## src/rtl/dcu_deframer.sv

```systemverilog
// dcu_deframer: splits the merged DCU sample stream back into SIGNAL and PAYLOAD fields.
// Define DEFRAMER_ERR_CHECK_EN to build the truncated/overlong frame error checks.
module dcu_deframer #(
    parameter int DW      = 12,
    parameter int SIG_LEN = 480,
    parameter int SYM_LEN = 48,
    parameter int MAX_SYM = 50
) (
    input  logic          clk,
    input  logic          rst_n,
    input  logic          new_frame,
    input  logic [DW-1:0] di_re,
    input  logic [DW-1:0] di_im,
    input  logic          di_vld,
    input  logic          di_last,
    output logic [DW-1:0] signal_do_re,
    output logic [DW-1:0] signal_do_im,
    output logic          signal_do_vld,
    output logic [DW-1:0] payload_do_re,
    output logic [DW-1:0] payload_do_im,
    output logic          payload_do_vld,
    output logic          payload_do_sym_end,
    output logic [3:0]    payload_do_num,
    output logic          frame_done,
    output logic          err_frame
);
    localparam int SGW = $clog2(SIG_LEN + 1);
    localparam int SBW = $clog2(SYM_LEN + 1);
    localparam int SMW = $clog2(MAX_SYM + 1);
    localparam logic [SGW-1:0] SIG_TOP = SGW'(SIG_LEN - 1);
    localparam logic [SBW-1:0] SUB_TOP = SBW'(SYM_LEN - 1);
    localparam logic [SMW-1:0] SYM_TOP = SMW'(MAX_SYM - 1);

    typedef enum logic [1:0] {IDLE, SIG, PLD} state_t;

    state_t         state, state_nx;
    logic [SGW-1:0] sig_cnt, sig_cnt_nx;
    logic [SBW-1:0] sub_cnt, sub_cnt_nx;
    logic [SMW-1:0] sym_cnt, sym_cnt_nx;

    logic       acc, sig_sel, pld_sel, at_sym_end, sym_full;
    logic       sym_end_d, done_d, err_d;
    logic [3:0] num_d;

    always_ff @(posedge clk or negedge rst_n) begin
        if (!rst_n) begin
            state   <= IDLE;
            sig_cnt <= '0;
            sub_cnt <= '0;
            sym_cnt <= '0;
        end else begin
            state   <= state_nx;
            sig_cnt <= sig_cnt_nx;
            sub_cnt <= sub_cnt_nx;
            sym_cnt <= sym_cnt_nx;
        end
    end

    // Output decode: routing and frame markers for the sample accepted this cycle.
    always_comb begin
        acc        = di_vld && !new_frame;
        sig_sel    = acc && (state != PLD);
        pld_sel    = acc && (state == PLD);
        at_sym_end = (sub_cnt == SUB_TOP);
        sym_full   = (sym_cnt == SYM_TOP);
`ifdef DEFRAMER_ERR_CHECK_EN
        err_d = (sig_sel && di_last) ||
                (pld_sel && di_last && !at_sym_end) ||
                (pld_sel && at_sym_end && sym_full && !di_last);
`else
        err_d = 1'b0;
`endif
        sym_end_d = pld_sel && (at_sym_end || err_d);
        done_d    = (pld_sel && at_sym_end && (di_last || sym_full)) || err_d;
        // In SIG no symbol is under way, so the count is just the completed ones (zero).
        num_d     = pld_sel ? 4'(sym_cnt + SMW'(1)) : 4'(sym_cnt);
    end

    always_comb begin
        state_nx   = state;
        sig_cnt_nx = sig_cnt;
        sub_cnt_nx = sub_cnt;
        sym_cnt_nx = sym_cnt;
        if (new_frame || (acc && done_d)) begin
            state_nx   = IDLE;
            sig_cnt_nx = '0;
            sub_cnt_nx = '0;
            sym_cnt_nx = '0;
        end else if (acc) begin
            case (state)
                IDLE, SIG: begin
                    if (sig_cnt == SIG_TOP) begin
                        state_nx   = PLD;
                        sig_cnt_nx = '0;
                    end else begin
                        state_nx   = SIG;
                        sig_cnt_nx = sig_cnt + 1'b1;
                    end
                end
                PLD: begin
                    if (at_sym_end) begin
                        sub_cnt_nx = '0;
                        sym_cnt_nx = sym_cnt + 1'b1;
                    end else begin
                        sub_cnt_nx = sub_cnt + 1'b1;
                    end
                end
                default: state_nx = IDLE;
            endcase
        end
    end

    always_ff @(posedge clk or negedge rst_n) begin
        if (!rst_n) begin
            signal_do_re       <= '0;
            signal_do_im       <= '0;
            signal_do_vld      <= 1'b0;
            payload_do_re      <= '0;
            payload_do_im      <= '0;
            payload_do_vld     <= 1'b0;
            payload_do_sym_end <= 1'b0;
            payload_do_num     <= '0;
            frame_done         <= 1'b0;
        end else begin
            signal_do_vld      <= sig_sel;
            payload_do_vld     <= pld_sel;
            payload_do_sym_end <= sym_end_d;
            frame_done         <= done_d;
            if (sig_sel) begin
                signal_do_re <= di_re;
                signal_do_im <= di_im;
            end
            if (pld_sel) begin
                payload_do_re <= di_re;
                payload_do_im <= di_im;
            end
            if (done_d) payload_do_num <= num_d;
        end
    end

`ifdef DEFRAMER_ERR_CHECK_EN
    always_ff @(posedge clk or negedge rst_n) begin
        if (!rst_n) err_frame <= 1'b0;
        else        err_frame <= err_d;
    end
`else
    assign err_frame = 1'b0;
`endif
endmodule

```

## config.mk

```make
export PLATFORM = sky130hd
export DESIGN_NAME = dcu_deframer
export DESIGN_NICKNAME = d
export VERILOG_FILES = /design/src/rtl/dcu_deframer.sv
export SDC_FILE = /design/constraint.sdc
export NUM_CORES = 1
export LEC_CHECK = 0
export CAP_MARGIN = 10
export CORE_MARGIN = 2
export CORE_UTILIZATION = 52
export CTS_CLUSTER_DIAMETER = 150
export DETAILED_ROUTE_END_ITERATION = 10
export PLACE_DENSITY = 0.92
export SYNTH_ARGS = -nofsm -noshare
export SYNTH_HDL_FRONTEND = slang
export SYNTH_SLANG_ARGS = --single-unit
```

## constraint.sdc

```tcl
create_clock -name clk -period 4.07 [get_ports clk]
set_input_delay 0.814 -clock clk [delete_from_list [all_inputs] [get_ports clk]]
set_output_delay 0.814 -clock clk [all_outputs]
set_load 0.02 [all_outputs]
```

==> run_results.csv, run 1 <==
group,metric,value,unit
worst_setup_path,required,4.28,ns
timing,setup-violations-final,0,
timing,fin_skew,0.007290,ns
final_layout,nNetsFinal,441,
placed_design,dp_slack,1.043,ns
cts,clock_latency,0.34,ns
logic_synthesis,ys_seq_area_share,58.76,%
cts,numCtsBuffers,9,
floorplanning,die_y,84.44,um
power_and_ir_drop,finalPower,0.001816,W
global_routing,grt_overflow,0,
placed_design,place.gp.congestion,0.8411,
logic_synthesis,synth-edff-count,0,
detailed_routing,drc,0,
cts,cts.sinks,79,
floorplanning,die_x,84.44,um
cts,cts-root-buf,"clkbuf_8",
final_layout,drive_above_1_share,12.83,%
worst_setup_path,cp_data_arrival_time,2.91,ns
timing,worstMarginPinSlew,0.9652,ns
job,cap_viol_max_count,0,
cts,clockBufferDepth,2,
timing,tns,0,ns
power_and_ir_drop,ir_drop,250.4,uV
logic_synthesis,synth-async-reset-ratio,100.0,%
placed_design,dpl.hpwl,5737,um
global_routing,grt_use_met3,9.341,%
worst_setup_path,critical_path_class,"in2reg",
cts,cts_setup_buffers,0,
outcome,run_status,"finished, final reports clean",
worst_setup_path,slowest_stage,"clkdlybuf4s50_1",
timing,whs,0.4800,ns
timing,slew_headroom,35.65,%
timing,rsz0062_at_grt,"false",
global_routing,use_met2,40.48,%
logic_synthesis,ys_ff_latch,79,
timing,fin_ws,1.376,ns
detailed_routing,postRouteWirelength,8388,um
cts,clk_pin_slew,0.08,ns
global_routing,grt_use_total,24.65,%
logic_synthesis,synth_area_leaders,"dfrtp_1, nand2_1, mux2_2",
detailed_routing,via_count,2773,
floorplanning,start_util,53.29,%
global_routing,grt_pass1_vias,2976,
worst_setup_path,cp_max_fo,14,
cts,cts_tree,"yes",
logic_synthesis,ys_warn_count,0,
global_routing,grtUsageMet1,29.75,%
logic_synthesis,synth-main-ff-cell,"dfrtp_1",
timing,hold_viol,0,
global_routing,grt_max_degree,80,
floorplanning,core,6314,um2
final_layout,utilization,71.70,%
global_routing,grt_antenna_before_repair,0,
detailed_routing,viasPerCell,5.659,
detailed_routing,drt_iter0_markers,176,
cts,cts.htree.levels,3,
timing,fin_crit_sh,66.19,%
cts,post_cts_resized,0,
placed_design,io_buffers,84,
detailed_routing,wl_per_cell,17.12,um
floorplanning,die-area,7129,um2
logic_synthesis,yosysTopAreaCellShare,58.76,%
global_routing,busiest_layer,"met2",
worst_setup_path,cp-start-kind,"input pin",
detailed_routing,dr.pass1.iters,4,
logic_synthesis,synth_nets,352,
timing,finalMaxSlewViolations,0,
floorplanning,fp-row-count,29,
timing,min_period,2.694,ns
logic_synthesis,synth_top_cell_by_area,"dfrtp_1",
cts,hold_buffers,0,
final_layout,nFillCells,438,
final_layout,antenna_cells,0,
timing,fmax,0.3712,GHz
worst_setup_path,crit_chain,"clkdlybuf4s50_1 > nand4bb_2 > nor4_4 > a21oi_1 > nand2_1 > o21ai_0",
global_routing,grt_first_pass_wirelength,13940,um
logic_synthesis,synth_cell_types,44,
logic_synthesis,syn-cell-area,3364,um2
detailed_routing,drtAntennaViolNets,0,
logic_synthesis,synthCells,319,
min_path,min_path_type,"reg2reg",
final_layout,area_growth,34.55,%
power_and_ir_drop,p_leak,2.052,nW
worst_setup_path,slowest_delay,0.66,ns
floorplanning,io_pins,86,
worst_setup_path,endpoint_kind,"register",
logic_synthesis,postSynthAreaPerCell,10.55,um2
power_and_ir_drop,pwr_density_cell,401.2,nW/um2
## cell usage after synthesis (3+ instances only)
master	n
buf_2	3
o31ai_1	4
nor4_1	3
mux2_2	25
a21oi_1	7
nor2b_1	3
dfrtp_1	79
nand2_1	95
clkbuf_1	5
ha_1	4
xor2_1	3
nor3_1	4
nand3_1	8
o21ai_0	14
nand4_1	7
inv_1	6
nor2_1	15
## per-stage QoR
step	cell area (um2)	cells
final	4527	490
after global routing	4527	490
after CTS	4527	490
after detailed placement	4283	474
after global placement	4283	474
after floorplan	3364	319
## where the power goes
part | internal, W | switching [W]
Combinational | 0.000127 | 0.000124
Sequential | 0.000828 | 0.0000306
Clock | 0.000410 | 0.000298
Total | 0.00136 | 0.000452
## final timing paths
kind	slack, ns	end	start	cells after the start
min reg2reg	0.48	payload_do_im[1]$_DFFE_PN0P_	payload_do_im[1]$_DFFE_PN0P_	2
max in group asynchronous	2.82	sig_cnt[2]$_DFFE_PN0P_	rst_n	1
max	1.38	sym_cnt[0]$_DFFE_PN0P_	new_frame	6
max reg2reg	1.92	sig_cnt[0]$_DFFE_PN0P_	sig_cnt[1]$_DFFE_PN0P_	5
min	0.48	payload_do_im[1]$_DFFE_PN0P_	payload_do_im[1]$_DFFE_PN0P_	2
min in group asynchronous	0.61	signal_do_im[6]$_DFFE_PN0P_	rst_n	1
## cell families (layout without fill, tap and decap cells)
kind of cell	count (synthesis)	count (layout)	synth area share, %
simple gates	145	145	19.30
flops	79	79	58.76
compound gates	45	45	9.037
mux	25	25	8.367
buf+inv	17	111	2.157
fa+ha+maj	4	4	1.488
xor+xnor	3	3	0.7811
other cells	1	1	0.1115
## critical path: cells and delay by family
family          cells  cell delay [ns]
simple gates        3             1.04
buf+inv             1             0.66
compound gates      2             0.39
## state kept, by name, indices dropped and copies added (netlist names)
signal and cells:
sym_cnt 6, payload_do_im 12, signal_do_re 12, payload_do_vld 1, signal_do_im 12, frame_done 1, payload_do_sym_end 1, payload_do_re 12
payload_do_num 4, state 2, sub_cnt 6, signal_do_vld 1, sig_cnt 9
## per-layer routing
metal	routed length, um	vias up
li1	-	1282
met1	3409	1375
met4	151	0
met2	4090	101
met5	0	-
met3	736	15
## area by class of cell
type                    instances  area [um2]  share of cell area, %
repair buffers                 87       860.8                  19.02
flip-flops and latches         79        1977                  43.67
inverters                       8       31.28                 0.6910
well taps                      77       96.34                  2.128
clock buffers                   9       123.9                  2.736
multi-input cells             223        1318                  29.10
clock inverters                 7       120.1                  2.653
## cell usage in the layout, fill, tap and decap left out, drive strengths merged, types with 7 or more instances in the layout
cell type,instances
nand2,96
o21ai,15
a21oi,7
mux2,25
dfrtp,79
nand4,7
inv,7
nor2,15
nand3,8
clkbuf,9
clkdlybuf4s50,83
Note: power is estimated with default switching activity, not from simulation.
==> run 2, diff against run 1 <==
--- a/config.mk
+++ b/config.mk
@@ -7,10 +7,10 @@
 export LEC_CHECK = 0
 export CAP_MARGIN = 10
 export CORE_MARGIN = 2
-export CORE_UTILIZATION = 52
+export CORE_UTILIZATION = 49
 export CTS_CLUSTER_DIAMETER = 150
 export DETAILED_ROUTE_END_ITERATION = 10
-export PLACE_DENSITY = 0.92
+export PLACE_DENSITY = 0.88
 export SYNTH_ARGS = -nofsm -noshare
 export SYNTH_HDL_FRONTEND = slang
 export SYNTH_SLANG_ARGS = --single-unit
==> constraint.sdc (replaced) <==
create_clock -name clk -period 2.8 [get_ports clk]
set_input_delay 0.56 -clock clk [delete_from_list [all_inputs] [get_ports clk]]
set_output_delay 0.56 -clock clk [all_outputs]
set_load 0.02 [all_outputs]
==> run_results.csv, run 2 (synthesis results as in run 1) <==
group,metric,value,unit
outcome,run_status,"finished, final reports clean",
worst_setup_path,slowest_delay,0.65,ns
detailed_routing,drc,0,
timing,setup-violations-final,0,
worst_setup_path,required,3.04,ns
worst_setup_path,critical_path_class,"in2reg",
timing,rsz0062_at_grt,"false",
final_layout,finalNonFillerCells,497,
min_path,min_path_type,"in2async",
detailed_routing,postRouteWirelength,7960,um
worst_setup_path,reg2reg_depth,5,
cts,hold_buffers,0,
detailed_routing,wl_per_cell,16.02,um
final_layout,multiInputGateArea,1318,um2
worst_setup_path,cpLargestDelayFamily,"simple AND/OR/NAND/NOR gates",
worst_setup_path,cp_data_arrival_time,2.51,ns
cts,clk_pin_slew,0.08,ns
timing,fin_skew,0.008962,ns
worst_setup_path,worstReg2RegEnd,"sym_cnt[0]$_DFFE_PN0P_",
cts,clock_latency,0.36,ns
global_routing,grt_first_pass_wirelength,13260,um
power_and_ir_drop,p_leak,2.040,nW
final_layout,stdcell_area,4487,um2
power_and_ir_drop,ir_drop,395.4,uV
global_routing,grt_max_degree,80,
final_layout,area_growth,33.36,%
detailed_routing,drtAntennaViolNets,0,
floorplanning,io_pins,86,
worst_setup_path,rrSetupSlack,0.71,ns
cts,numCtsBuffers,9,
worst_setup_path,endpoint_kind,"register",
cts,cts_tree,"yes",
floorplanning,core,6719,um2
job,cap_viol_max_count,0,
cts,cts.htree.levels,3,
timing,min_period,2.271,ns
timing,fin_crit_sh,81.10,%
final_layout,nNetsFinal,446,
timing,finalMaxSlewViolations,0,
placed_design,placedCellCount,482,
detailed_routing,drt_iter0_markers,274,
cts,cts.sinks,79,
worst_setup_path,cp_max_fo,8,
floorplanning,fp-row-count,30,
cts,cts-root-buf,"clkbuf_8",
power_and_ir_drop,pwr_density_cell,520.6,nW/um2
final_layout,antenna_cells,0,
placed_design,placed_area,4324,um2
final_layout,nFillCells,512,
floorplanning,start_util,50.07,%
worst_setup_path,r2r_start,"sym_cnt[0]$_DFFE_PN0P_",
final_layout,final_cell_mix,"nand2_1, clkdlybuf4s50_1, dfrtp_1",
placed_design,place.gp.congestion,0.8861,
detailed_routing,via_count,2721,
final_layout,drive_above_1_share,13.43,%
worst_setup_path,slowest_stage,"clkdlybuf4s50_1",
cts,clockBufferDepth,2,
timing,worstMarginPinSlew,0.9726,ns
worst_setup_path,crit_chain,"clkdlybuf4s50_1 > nand4bb_2 > nor4_4 > a21oi_1 > nand2_1 > o22ai_1",
global_routing,grt_antenna_before_repair,0,
timing,whs,0.3550,ns
timing,hold_viol,0,
floorplanning,die_y,86.87,um
power_and_ir_drop,finalPower,0.002336,W
global_routing,grt_use_total,22.78,%
timing,fmax,0.4404,GHz
timing,slew_headroom,35.16,%
worst_setup_path,cp-start-kind,"input pin",
cts,post_cts_resized,0,
floorplanning,die_x,86.87,um
detailed_routing,viasPerCell,5.475,
final_layout,register_area,1977,um2
global_routing,grt_pass1_vias,2680,
floorplanning,die-area,7546,um2
final_layout,mostFrequentLayoutCell,"nand2_1",
global_routing,grt_overflow,0,
cts,cts_setup_buffers,0,
timing,tns,0,ns
placed_design,io_buffers,84,
detailed_routing,dr.pass1.iters,5,
worst_setup_path,path_buf_inv,1,
placed_design,dpl.hpwl,5554,um
## run 2: final cells by class
class,count,area share [%]
Clock inverter,5,0.7808
Clock buffer,10,2.844
Sequential cell,79,44.06
Timing Repair Buffer,92,20.02
Multi-Input combinational cell,223,29.36
Inverter,8,0.6972
Tap cell,80,2.231
## run 2: worst reg2reg max path, cell delays in order (launching register included)
cell     delay (ns)
dfrtp_1        0.46
ha_1           0.23
a41o_1         0.32
a21oi_1        0.56
nand2_1        0.23
o21ai_0        0.21
## run 2: worst max path at each step
stage                          from                     end  slack (ns)  depth (start not counted)
final                        di_vld  sym_cnt[3]$_DFFE_PN0P_        0.53                          6
after global routing         di_vld  sig_cnt[5]$_DFFE_PN0P_        0.47                          7
after CTS                    di_vld  sym_cnt[3]$_DFFE_PN0P_        0.61                          6
after detailed placement     di_vld  sym_cnt[3]$_DFFE_PN0P_        0.22                          6
after global placement       di_vld  sig_cnt[4]$_DFFE_PN0P_        0.33                          6
after floorplan           new_frame  sig_cnt[5]$_DFFE_PN0P_        0.98                          6
## run 2: power breakdown
part / switching (W) / internal [W]
Sequential: 0.0000427 / 0.00120
Combinational: 0.000176 / 0.000188
Clock: 0.000408 / 0.000318
## run 2: routing by layer
layer | vias up | GRT usage (%) | routed length (um)
met3 | 10 | 8.531 | 533
met1 | 1331 | 28.30 | 3311
met4 | 0 | 6.534 | 86
met5 | - | 0 | 0
li1 | 1290 | - | -
met2 | 90 | 37.34 | 4028
## run 2: stage by stage
stage          utilization, %  setup WS [ns]
6_report                66.78         0.5291
5_1_grt                 66.78         0.4716
4_1_cts                 66.78         0.6063
3_5_place_dp            64.36         0.2219
3_3_place_gp            64.36         0.3344
2_1_floorplan               -         0.9826
==> run 3, diff against run 2 <==
--- a/config.mk
+++ b/config.mk
@@ -7,10 +7,10 @@
 export LEC_CHECK = 0
 export CAP_MARGIN = 10
 export CORE_MARGIN = 2
-export CORE_UTILIZATION = 49
+export CORE_UTILIZATION = 44
 export CTS_CLUSTER_DIAMETER = 150
 export DETAILED_ROUTE_END_ITERATION = 10
-export PLACE_DENSITY = 0.88
+export PLACE_DENSITY = 0.84
 export SYNTH_ARGS = -nofsm -noshare
 export SYNTH_HDL_FRONTEND = slang
 export SYNTH_SLANG_ARGS = --single-unit
==> constraint.sdc (replaced) <==
create_clock -name clk -period 2 [get_ports clk]
set_input_delay 0.4 -clock clk [delete_from_list [all_inputs] [get_ports clk]]
set_output_delay 0.4 -clock clk [all_outputs]
set_load 0.02 [all_outputs]
==> run_results.csv, run 3 (synthesis results as in run 1) <==
group,metric,value,unit
detailed_routing,drc,0,
floorplanning,start_util,45.90,%
final_layout,mostFrequentLayoutCell,"nand2_1",
cts,cts.htree.levels,3,
min_path,worstHoldStart,"payload_do_im[11]$_DFFE_PN0P_",
detailed_routing,drtAntennaViolNets,0,
timing,rsz0062_at_grt,"false",
worst_setup_path,worstReg2RegEnd,"sig_cnt[5]$_DFFE_PN0P_",
placed_design,io_buffers,84,
min_path,min_to,"payload_do_im[11]$_DFFE_PN0P_",
power_and_ir_drop,finalPower,0.003521,W
power_and_ir_drop,comb_power_share,15.3,%
timing,min_period,1.878,ns
final_layout,nNetsFinal,460,
floorplanning,core,7331,um2
final_layout,nFillCells,542,
power_and_ir_drop,power_frac_clock,35.1,%
final_layout,register_area,1977,um2
timing,tns,0,ns
cts,numCtsBuffers,9,
placed_design,dpl.hpwl,5858,um
power_and_ir_drop,p_sw,0.0009379,W
floorplanning,die-area,8362,um2
floorplanning,die_x,91.45,um
min_path,holdPathStages,2,
cts,clockBufferDepth,2,
detailed_routing,dr.pass1.iters,4,
final_layout,drive_above_1_share,16.67,%
worst_setup_path,cp-start-kind,"register",
worst_setup_path,r2r_start,"sub_cnt[0]$_DFFE_PN0P_",
cts,cts-root-buf,"clkbuf_8",
timing,finalMaxSlewViolations,0,
global_routing,grt_pass1_vias,2936,
cts,cts_tree,"yes",
global_routing,grt_overflow,0,
detailed_routing,via_count,2806,
power_and_ir_drop,internal_power,0.002583,W
worst_setup_path,cp_max_fo,5,
worst_setup_path,critical_path_class,"reg2reg",
timing,fin_skew,0.01020,ns
final_layout,area_growth,39.42,%
timing,hold_viol,0,
detailed_routing,wl_per_cell,16.12,um
global_routing,grt_max_degree,35,
global_routing,grt_antenna_before_repair,0,
timing,fin_crit_sh,93.92,%
cts,clock_latency,0.36,ns
worst_setup_path,endpoint_kind,"register",
cts,cts.sinks,79,
worst_setup_path,reg2reg_depth,7,
worst_setup_path,cp_data_arrival_time,2.13,ns
worst_setup_path,required,2.25,ns
power_and_ir_drop,switching_share,26.63,%
job,cap_viol_max_count,0,
power_and_ir_drop,p_leak,2.137,nW
power_and_ir_drop,pwr_density_cell,750.7,nW/um2
floorplanning,fp-row-count,31,
power_and_ir_drop,ir_drop,689.9,uV
min_path,min_path_type,"reg2reg",
final_layout,antenna_cells,0,
worst_setup_path,rrSetupSlack,0.12,ns
timing,setup-violations-final,0,
detailed_routing,postRouteWirelength,8558,um
global_routing,grt_first_pass_wirelength,14680,um
detailed_routing,viasPerCell,5.284,
cts,clk_pin_slew,0.09,ns
floorplanning,die_y,91.45,um
timing,fmax,0.5324,GHz
power_and_ir_drop,seqPwrFrac,49.6,%
floorplanning,io_pins,86,
cts,cts_setup_buffers,0,
detailed_routing,drt_iter0_markers,196,
final_layout,multiInputGateArea,1321,um2
global_routing,grt_use_total,22.27,%
placed_design,place.gp.congestion,0.8726,
final_layout,final_cell_mix,"nand2_1, clkdlybuf4s50_1, dfrtp_1",
outcome,run_status,"finished, final reports clean",
==> run 3: metal layers <==
layer  routed length (um)  up-vias  track usage [%]  part of all wire, %
li1                     -     1309                -                    -
met1                 3529     1377            27.22                   41
met2                 4066      102            35.29                   48
met3                  788       18            8.133                  9.2
met4                  174        0            9.848                  2.0
met5                    0        -                0                    0
==> run 3: power groups by stage <==
stage	clock, W	combinational (W)	sequential, W
finish	0.00124	0.000538	0.00175
global route	0.00133	0.000576	0.00176
CTS	0.00126	0.000542	0.00175
detailed placement	0	0.000535	0.00178
global placement	0	0.000525	0.00177
floorplan	0	0.000139	0.00186
==> run 3: worst max path at each step <==
stage | from | end | slack (ns)
after global placement | new_frame | sig_cnt[5]$_DFFE_PN0P_ | -0.1
after detailed placement | new_frame | sig_cnt[5]$_DFFE_PN0P_ | -0.13
after global routing | sub_cnt[0]$_DFFE_PN0P_ | sig_cnt[7]$_DFFE_PN0P_ | 0.003
after CTS | sub_cnt[0]$_DFFE_PN0P_ | sig_cnt[5]$_DFFE_PN0P_ | 0.14
final | sub_cnt[0]$_DFFE_PN0P_ | sig_cnt[5]$_DFFE_PN0P_ | 0.12
after floorplan | sub_cnt[0]$_DFFE_PN0P_ | sig_cnt[0]$_DFFE_PN0P_ | 0.30
==> run 3: layout make-up <==
class	count	area share, %
Clock buffer	10	2.934
Clock inverter	6	1.467
Inverter	8	0.6668
Multi-Input combinational cell	223	28.17
Sequential cell	79	42.14
Tap cell	99	2.641
Timing Repair Buffer	106	21.98
==> run 3: critical path, cell delays in order, from the launching register on <==
cell     delay, ns
dfrtp_1       0.43
ha_1          0.25
nand2_1       0.15
nor3_1        0.28
buf_4         0.19
a31o_2        0.16
o21ai_1       0.07
a32o_1        0.25
==> run 3: through the flow <==
step | hold WS (ns) | utilization, % | instance area (um2) | std cells | setup WS [ns]
2_1_floorplan | 0.1044 | - | 3364 | 319 | 0.2976
3_3_place_gp | 0.3727 | 60.98 | 4471 | 514 | -0.09934
3_5_place_dp | 0.3781 | 60.98 | 4471 | 514 | -0.1270
4_1_cts | 0.4840 | 63.94 | 4687 | 531 | 0.1387
5_1_grt | 0.5080 | 63.99 | 4691 | 531 | 0.003281
6_report | 0.4798 | 63.99 | 4691 | 531 | 0.1216
==> run 3: timing repair <==
item,4_1_cts,5_1_grt
endpoints found under the setup margin,0,2
gates resized for setup,0,1
hold buffers,1,0
endpoints found under the hold margin,31,0
